## src/rtl/player_cannon_ctrl.sv

```systemverilog
// Player cannon controller: saturating X movement, single-outstanding fire
// request to the bullet engine, and hit/explosion/lives tracking.
module player_cannon_ctrl #(
    parameter int POS_W         = 9,
    parameter int X_MIN         = 8,
    parameter int X_MAX         = 200,
    parameter int X_RESET       = 104,
    parameter int STEP          = 2,
    parameter int EXPLODE_TICKS = 90,
    parameter int LIVES         = 3
) (
    input  logic             i_clk_36MHz,
    input  logic             i_reset,
    input  logic             i_enable,
    input  logic             i_left_pulse,
    input  logic             i_right_pulse,
    input  logic             i_fire_pulse,
    input  logic             i_fire_ack,
    input  logic             i_bullet_done,
    input  logic             i_player_hit,
    output logic [POS_W-1:0] o_x,
    output logic             o_fire_req,
    output logic [POS_W-1:0] o_fire_x,
    output logic             o_bullet_active,
    output logic             o_exploding,
    output logic [2:0]       o_lives,
    output logic             o_game_over
);

    localparam int                CNT_W        = $clog2(EXPLODE_TICKS + 1);
    localparam logic [CNT_W-1:0]  EXPLODE_LAST = CNT_W'(EXPLODE_TICKS - 1);
    localparam logic [POS_W:0]    X_MIN_W      = (POS_W + 1)'(X_MIN);
    localparam logic [POS_W:0]    X_MAX_W      = (POS_W + 1)'(X_MAX);
    localparam logic [POS_W:0]    STEP_W       = (POS_W + 1)'(STEP);
    localparam logic [POS_W-1:0]  X_RESET_V    = POS_W'(X_RESET);
    localparam logic [2:0]        LIVES_V      = 3'(LIVES);

    typedef enum logic [1:0] {
        C_ALIVE     = 2'd0,
        C_EXPLODING = 2'd1,
        C_GAME_OVER = 2'd2
    } cannon_state_t;

    typedef enum logic [1:0] {
        F_READY     = 2'd0,
        F_REQ       = 2'd1,
        F_IN_FLIGHT = 2'd2
    } fire_state_t;

    cannon_state_t    cannon_state_r, cannon_next_s;
    fire_state_t      fire_state_r, fire_next_s;
    logic [CNT_W-1:0] cnt_r, cnt_next_s;
    logic [POS_W-1:0] x_r, x_next_s;
    logic [POS_W-1:0] fire_x_r, fire_x_next_s;
    logic [2:0]       lives_r, lives_next_s;
    logic             fire_req_r, bullet_active_r, exploding_r, game_over_r;
    logic             hit_taken_s;
    logic [POS_W:0]   x_wide_s, x_left_s, x_right_s;

    // Saturating move targets, widened by one bit so neither end can wrap.
    always_comb begin
        x_wide_s = {1'b0, x_r};
        if (x_wide_s < (X_MIN_W + STEP_W)) begin
            x_left_s = X_MIN_W;
        end else begin
            x_left_s = x_wide_s - STEP_W;
        end
        if ((x_wide_s + STEP_W) > X_MAX_W) begin
            x_right_s = X_MAX_W;
        end else begin
            x_right_s = x_wide_s + STEP_W;
        end
    end

    // Cannon FSM next state: movement, hit handling, explosion timer, respawn.
    always_comb begin
        cannon_next_s = cannon_state_r;
        cnt_next_s    = cnt_r;
        x_next_s      = x_r;
        lives_next_s  = lives_r;
        hit_taken_s   = 1'b0;
        if (i_enable) begin
            case (cannon_state_r)
                C_ALIVE: begin
                    if (i_player_hit) begin
                        hit_taken_s = 1'b1;
                        if (lives_r > 3'd1) begin
                            cannon_next_s = C_EXPLODING;
                            lives_next_s  = lives_r - 3'd1;
                            cnt_next_s    = {CNT_W{1'b0}};
                        end else begin
                            cannon_next_s = C_GAME_OVER;
                            lives_next_s  = 3'd0;
                        end
                    end else if (i_left_pulse && !i_right_pulse) begin
                        x_next_s = x_left_s[POS_W-1:0];
                    end else if (i_right_pulse && !i_left_pulse) begin
                        x_next_s = x_right_s[POS_W-1:0];
                    end else begin
                        x_next_s = x_r;
                    end
                end
                C_EXPLODING: begin
                    if (cnt_r == EXPLODE_LAST) begin
                        cannon_next_s = C_ALIVE;
                        x_next_s      = X_RESET_V;
                        cnt_next_s    = {CNT_W{1'b0}};
                    end else begin
                        cnt_next_s = cnt_r + {{(CNT_W-1){1'b0}}, 1'b1};
                    end
                end
                C_GAME_OVER: begin
                    cannon_next_s = C_GAME_OVER;
                end
                default: begin
                    cannon_next_s = C_ALIVE;
                end
            endcase
        end else begin
            cannon_next_s = cannon_state_r;
        end
    end

    // Fire FSM next state; a hit in the same cycle as a fire pulse suppresses
    // the request, and an ack beats a simultaneous hit.
    always_comb begin
        fire_next_s   = fire_state_r;
        fire_x_next_s = fire_x_r;
        if (i_enable) begin
            case (fire_state_r)
                F_READY: begin
                    if (i_fire_pulse && (cannon_state_r == C_ALIVE) && !hit_taken_s) begin
                        fire_next_s   = F_REQ;
                        fire_x_next_s = x_r;
                    end else begin
                        fire_next_s = F_READY;
                    end
                end
                F_REQ: begin
                    if (i_fire_ack) begin
                        fire_next_s = F_IN_FLIGHT;
                    end else if (hit_taken_s) begin
                        fire_next_s = F_READY;
                    end else begin
                        fire_next_s = F_REQ;
                    end
                end
                F_IN_FLIGHT: begin
                    if (i_bullet_done) begin
                        fire_next_s = F_READY;
                    end else begin
                        fire_next_s = F_IN_FLIGHT;
                    end
                end
                default: begin
                    fire_next_s = F_READY;
                end
            endcase
        end else begin
            fire_next_s = fire_state_r;
        end
    end

    // State and output registers; outputs are decoded from next state so they
    // change on the same edge as the state they describe.
    always_ff @(posedge i_clk_36MHz) begin
        if (!i_reset) begin
            cannon_state_r  <= C_ALIVE;
            fire_state_r    <= F_READY;
            cnt_r           <= {CNT_W{1'b0}};
            x_r             <= X_RESET_V;
            fire_x_r        <= {POS_W{1'b0}};
            lives_r         <= LIVES_V;
            fire_req_r      <= 1'b0;
            bullet_active_r <= 1'b0;
            exploding_r     <= 1'b0;
            game_over_r     <= 1'b0;
        end else begin
            cannon_state_r  <= cannon_next_s;
            fire_state_r    <= fire_next_s;
            cnt_r           <= cnt_next_s;
            x_r             <= x_next_s;
            fire_x_r        <= fire_x_next_s;
            lives_r         <= lives_next_s;
            fire_req_r      <= (fire_next_s == F_REQ);
            bullet_active_r <= (fire_next_s == F_IN_FLIGHT);
            exploding_r     <= (cannon_next_s == C_EXPLODING);
            game_over_r     <= (cannon_next_s == C_GAME_OVER);
        end
    end

    assign o_x             = x_r;
    assign o_fire_req      = fire_req_r;
    assign o_fire_x        = fire_x_r;
    assign o_bullet_active = bullet_active_r;
    assign o_exploding     = exploding_r;
    assign o_lives         = lives_r;
    assign o_game_over     = game_over_r;

endmodule

```

## config.mk

```make
export PLATFORM = sky130hd
export DESIGN_NAME = player_cannon_ctrl
export DESIGN_NICKNAME = d
export VERILOG_FILES = /design/src/rtl/player_cannon_ctrl.sv
export SDC_FILE = /design/constraint.sdc
export NUM_CORES = 1
export LEC_CHECK = 0
export BUFFER_PORTS_ARGS = -buffer_cell sky130_fd_sc_hd__buf_2
export CAP_MARGIN = 20
export CORE_ASPECT_RATIO = 1.1
export CORE_MARGIN = 2
export CORE_UTILIZATION = 30
export DETAILED_ROUTE_END_ITERATION = 7
export PLACE_DENSITY = 0.49
export SYNTH_ARGS = -nofsm -noshare
export SYNTH_HDL_FRONTEND = slang
export SYNTH_SLANG_ARGS = --single-unit
export TNS_END_PERCENT = 100
```

## constraint.sdc

```tcl
create_clock -name i_clk_36MHz -period 3.8 [get_ports i_clk_36MHz]
set_clock_uncertainty 0.1 [all_clocks]
set_input_delay 0.57 -clock i_clk_36MHz [delete_from_list [all_inputs] [get_ports i_clk_36MHz]]
set_output_delay 0.57 -clock i_clk_36MHz [all_outputs]
set_load 0.05 [all_outputs]
```

# Word level (Yosys, flattened, before mapping)
# Index checks and enable logic that the tools add are counted.
# Widths: inputs -> output; s select.
totals:
  register_bits: 36
  output_inout_bits: 25
  word_cells: 71
op_classes:
  n_addsub: 4
  n_lt_le_gt_ge: 3
  eq_ne: 14
  muxes: 26
  n_reduce_logical: 14
ops:
  columns: ["op", "n"]
  rows:
  - ["$mux 9", 6]
  - ["$mux 7", 3]
  - ["$pmux 9 s2", 1]
  - ["$mux 2", 7]
  - ["$pmux 7 s2", 1]
  - ["$pmux 2 s3", 2]
  - ["$add 9x2->10 const B", 1]
  - ["$gt 10x8->1 const B", 1]
  - ["$lt 9x4->1 const B", 1]
  - ["$sub 9x2->9 const B", 1]
  - ["$eq 2x1->1 const B", 4]
  - ["$eq 2x2->1 const B", 4]
  - ["$ne 2x2->1 const B", 4]
  - ["$add 7x1->7 const B", 1]
  - ["$eq 7x7->1 const B", 1]
  - ["$reduce_and 3->1", 2]
  - ["$mux 1", 5]
  - ["$reduce_and 5->1", 1]
  - ["$logic_and 1x1->1", 4]
  - ["$logic_not 2->1", 2]
  - ["$reduce_and 4->1", 1]
  - ["$gt 3x1->1 const B", 1]
  - ["$logic_not 1->1", 3]
  - ["$mux 3", 1]
  - ["3 further kinds", 3]

# Longest topological paths before layout
depth:
  depth_word: 9
  ltp_mapped: 8
  mapped_depth_nobuf: 7

# Worst setup path after synthesis
# Ideal clock, no wire load.
synth_timing:
  path_kind: "register -> register"
  start: "register x_r[1] (netlist: o_x[1])"
  end: "register x_r[3] (netlist: o_x[3])"
  setup_time_ps: 138
  arrival_time_ps: 2182
  required_ps: 3562
  path_slack_ps: 1380
  stages_incl_launch_ff: 9
  path_buffers: 1
  synth_period_minus_slack_ps: 2420
  cell_sequence: "dfxtp_1 > buf_1 > inv_1 > ha_1 > nor2b_1 > o31ai_4 > or3_1 > o211ai_2 > o31ai_1"
synth_between:
  elab_chain_cells: 7
  elab_cells_between_ends: 10
  classes_between: "add/sub (2); order compare (2); mux (6)"
synth_rtl:
  columns: ["item", "line", "source"]
  rows:
  - ["start: declaration", "53", "logic [POS_W-1:0] x_r, x_next_s;"]
  - ["start signal: assignment", "182", "x_r <= x_next_s;"]
  - ["$add 9x2->10", "71", "x_right_s = x_wide_s + STEP_W;"]
  - ["$gt 10x8->1", "68", "if ((x_wide_s + STEP_W) > X_MAX_W) begin"]
  - ["$mux 9", "68", null]
  - ["$mux 9", "97", "end else if (i_right_pulse && !i_left_pulse) begin"]
  - ["$mux 9 *", "95", "end else if (i_left_pulse && !i_right_pulse) begin"]
  - ["$mux 9 *", "85", "if (i_player_hit) begin"]
  - ["$pmux 9 s2 *", "83", "case (cannon_state_r)"]
# Every way passes the cells marked *; elsewhere a longest branch is shown, timed or not. The select of a mux whose other input is x is not followed.
# A chain may end at the register's enable or synchronous reset.

# Worst setup path in the final report
layout_timing:
  start: "register x_r[4] (netlist: o_x[4])"
  end: "register x_r[6] (netlist: o_x[6])"
# Same word-level chain as after synthesis.

==> results_dict.tcl <==
set metrics [dict create \
    synthTopCellsByArea "dfxtp_1, nor2_1, ha_1" \
    regToRegEndpoint "o_x[6]$_SDFFE_PN1P_" \
    synth_cell_type_count 56 \
    avgViaCountPerCell 5.23 \
    fmax_mhz 418 \
    fp-row-count 31 \
    synth_seq_area_share_pct 34.2 \
    grt_use_total_pct 14.9 \
    die_w_um 81.6 \
    nFillCells 713 \
    final_common_cell "dfxtp_1" \
    synth-simple-area-share_pct 22.3 \
    drc 0 \
    grt_max_degree 21 \
    overflow 0 \
    drv_slew 0 \
    final_cell_mix "dfxtp_1, buf_2, nor2_1" \
    grt_use_met2_pct 22.1 \
    p_per_area_nw_per_um2 373 \
    synthAdderAreaFrac_pct 4.40 \
    worst_ep_required_time_ns 3.88 \
    cts_tree "yes" \
    setup_viol_count_final 0 \
    grt_busiest_layer "met2" \
    detail-route-antenna-nets 0 \
    finalHoldViolCount 0 \
    setup-tns-final_ns 0 \
    reg2reg_depth 5 \
    drive_gt1_share_pct 21.4 \
    p_int_mw 0.569 \
    vias 1800 \
    fin_util_pct 34.9 \
    ys.flop_type "dfxtp_1" \
    diodes 0 \
    ys_ff_latch 34 \
    synth_xor_area_share_pct 3.52 \
    post_cts_buffers 0 \
    die-area_um2 7300 \
    grt_pass1_wl_mm 8.39 \
    synth_top_area_cell "dfxtp_1" \
    clockRootBuffer "clkbuf_8" \
    ctsHoldBuffers 0 \
    dieHeight_um 89.4 \
    grt_pass1_vias 1714 \
    wire_per_inst_um 14.1 \
    cts.sinks 34 \
    drt_pass1_iterations 4 \
    io_buffers 31 \
    relSlewSlack_pct 43.8 \
    clk_pin_slew_ns 0.07 \
    area_growth_pct 14.3 \
    dr.first_iter.drc_count 158 \
    synth_top_area_share_pct 34.2 \
    hold_path_class "reg -> reg" \
    use_met3_pct 3.74 \
    synth_top_family_by_area "compound AO/OA/AOI/OAI gates" \
    rr_startpoint "o_x[4]$_SDFFE_PN0P_" \
    worst_setup_path_end_kind "register" \
    muxShareOfSynthArea_pct 4.03 \
    r2r_setup_slack_ns 1.41 \
    holdPathEnd "o_fire_x[8]$_SDFFE_PN0P_" \
    status "finished clean" \
    dpl.cell_count 336 \
    critPathLaunchType "register" \
    io_pins 34 \
    arrival_ns 2.48 \
    fin_cells 344 \
    syn_area_per_cell_um2 8.39 \
    ys_warn_count 0 \
    vdd_drop_max_mv 0.109 \
    min_period_ns 2.39 \
    dpl.hpwl_mm 3.48 \
    initial_core_util_pct 30.5 \
    hold_depth 2 \
    switchingPower_mw 0.278 \
    synth_cells 237 \
    gp_congestion 0.856 \
    synth-edff-count 0 \
    p_seq_share_pct 47.4 \
    cts_resized 0 \
    nNetsFinal 277 \
    worstSetupPathType "reg -> reg" \
    grt_use_met1_pct 20.6 \
    min-delay-start "o_fire_x[8]$_SDFFE_PN0P_" \
    cts_buffer_depth 2 \
    async_flop_share_pct 0 \
    clockPowerShare_pct 33.6 \
    path_max_fanout 15 \
    maxCapViolCount 0 \
    rsz0062_at_grt "false" \
    antenna_found_initial 0 \
    coreArea_um2 6520 \
    numCtsBuffers 5 \
    htree_num_levels 2 \
    clk_latency_ns 0.29 \
    leakagePower_nw 0.859 \
    p_comb_share_pct 19.1 \
    synth_compound_gate_area_share_pct 24.6 \
    syn-cell-area_um2 1990 \
    switching_share_pct 32.8 \
    period_share_pct 63.0 \
    routed_wl_mm 4.85 \
    worst_slew_pin_slew_ns 0.838 \
]
## sequential cells by signal, summed over array words and instances, names as in the netlist
name	flops
o_fire_req	1
o_exploding	1
cnt_r	7
cannon_state_r	2
o_lives	3
fire_state_r	2
o_fire_x	8
o_bullet_active	1
o_x	8
o_game_over	1
## cell type report
cell class	instances	area (um2)	area share [%]
multi-input combinational	174	1180	52.1
sequential	34	681	29.9
timing repair buffer	32	163	7.15
tap	82	103	4.51
clock buffer	7	86.3	3.80
inverter	14	52.6	2.31
clock inverter	1	5.00	0.220
## power groups by stage
| stage | Clock [mW] | Combinational (mW) | Sequential, mW |
|---|---|---|---|
| 6_report | 0.284 | 0.162 | 0.401 |
| 5_1_grt | 0.312 | 0.178 | 0.406 |
| 4_1_cts | 0.296 | 0.162 | 0.401 |
| 3_5_place_dp | 0 | 0.161 | 0.409 |
| 3_3_place_gp | 0 | 0.162 | 0.410 |
| 2_1_floorplan | 0 | 0.0991 | 0.433 |
## worst max-delay path by stage
stage                   startpoint             endpoint  slack, ns  cells past startpoint
5_1_grt        o_x[4]$_SDFFE_PN0P_  o_x[6]$_SDFFE_PN1P_       1.23                      5
2_1_floorplan  o_x[1]$_SDFFE_PN0P_  o_x[3]$_SDFFE_PN1P_       1.38                      8
3_3_place_gp              i_enable  o_x[3]$_SDFFE_PN1P_       1.33                      6
4_1_cts        o_x[4]$_SDFFE_PN0P_  o_x[6]$_SDFFE_PN1P_       1.40                      5
6_report       o_x[4]$_SDFFE_PN0P_  o_x[6]$_SDFFE_PN1P_       1.41                      5
3_5_place_dp              i_enable  o_x[3]$_SDFFE_PN1P_       1.31                      6
## synthesized netlist by cell type (2+ instances only)
cell type and number:
dfxtp_1 34, mux2i_1 8, xnor2_1 7, buf_2 5, o22ai_1 2, o31a_1 2, or2_2 4, nor4_1 3
nor2b_1 2, buf_4 2, nand2_1 6, nand3_1 10, o21a_1 3, nor2_1 25, a211oi_1 11, o31ai_1 3
o21ai_0 8, inv_1 14, a21oi_1 13, and3_1 2, nand4_1 5, or4_4 2, a21o_1 2, nor3_1 6
clkbuf_1 6, nand2b_1 3, nor3b_1 3, or3_1 2, o211ai_1 4, buf_1 2, ha_1 7, a31oi_1 4
and2_1 4
## worst max-delay path: stages (launching register included)
cell and delay [ns]:
dfxtp_1 0.69, nand3_2 0.23, a2111oi_2 0.58, or2_2 0.25
a21oi_2 0.07, o32a_1 0.36
## logic make-up after synthesis
logic type,count (synthesis)
buf+inv,30
compound gates,67
simple gates,82
fa+ha+maj,7
other cells,1
xor+xnor,8
flops,34
mux,8
## through the flow
| stage | area [um2] | power [mW] | hold slack, ns | setup slack, ns |
|---|---|---|---|---|
| detailed placement | 2180 | 0.571 | 0.379 | 1.31 |
| global placement | 2180 | 0.571 | 0.374 | 1.33 |
| CTS | 2270 | 0.859 | 0.403 | 1.40 |
| floorplan | 1990 | 0.532 | 0.377 | 1.38 |
| global route | 2270 | 0.895 | 0.432 | 1.23 |
| finish | 2270 | 0.847 | 0.394 | 1.41 |
## routing by layer
layer / vias up / part of all wire (%)
li1: 906 / -
met1: 836 / 49
met3: 9 / 4.8
met4: 0 / 1.9
met5: - / 0
met2: 49 / 44
(Power assumes the default switching activity.)
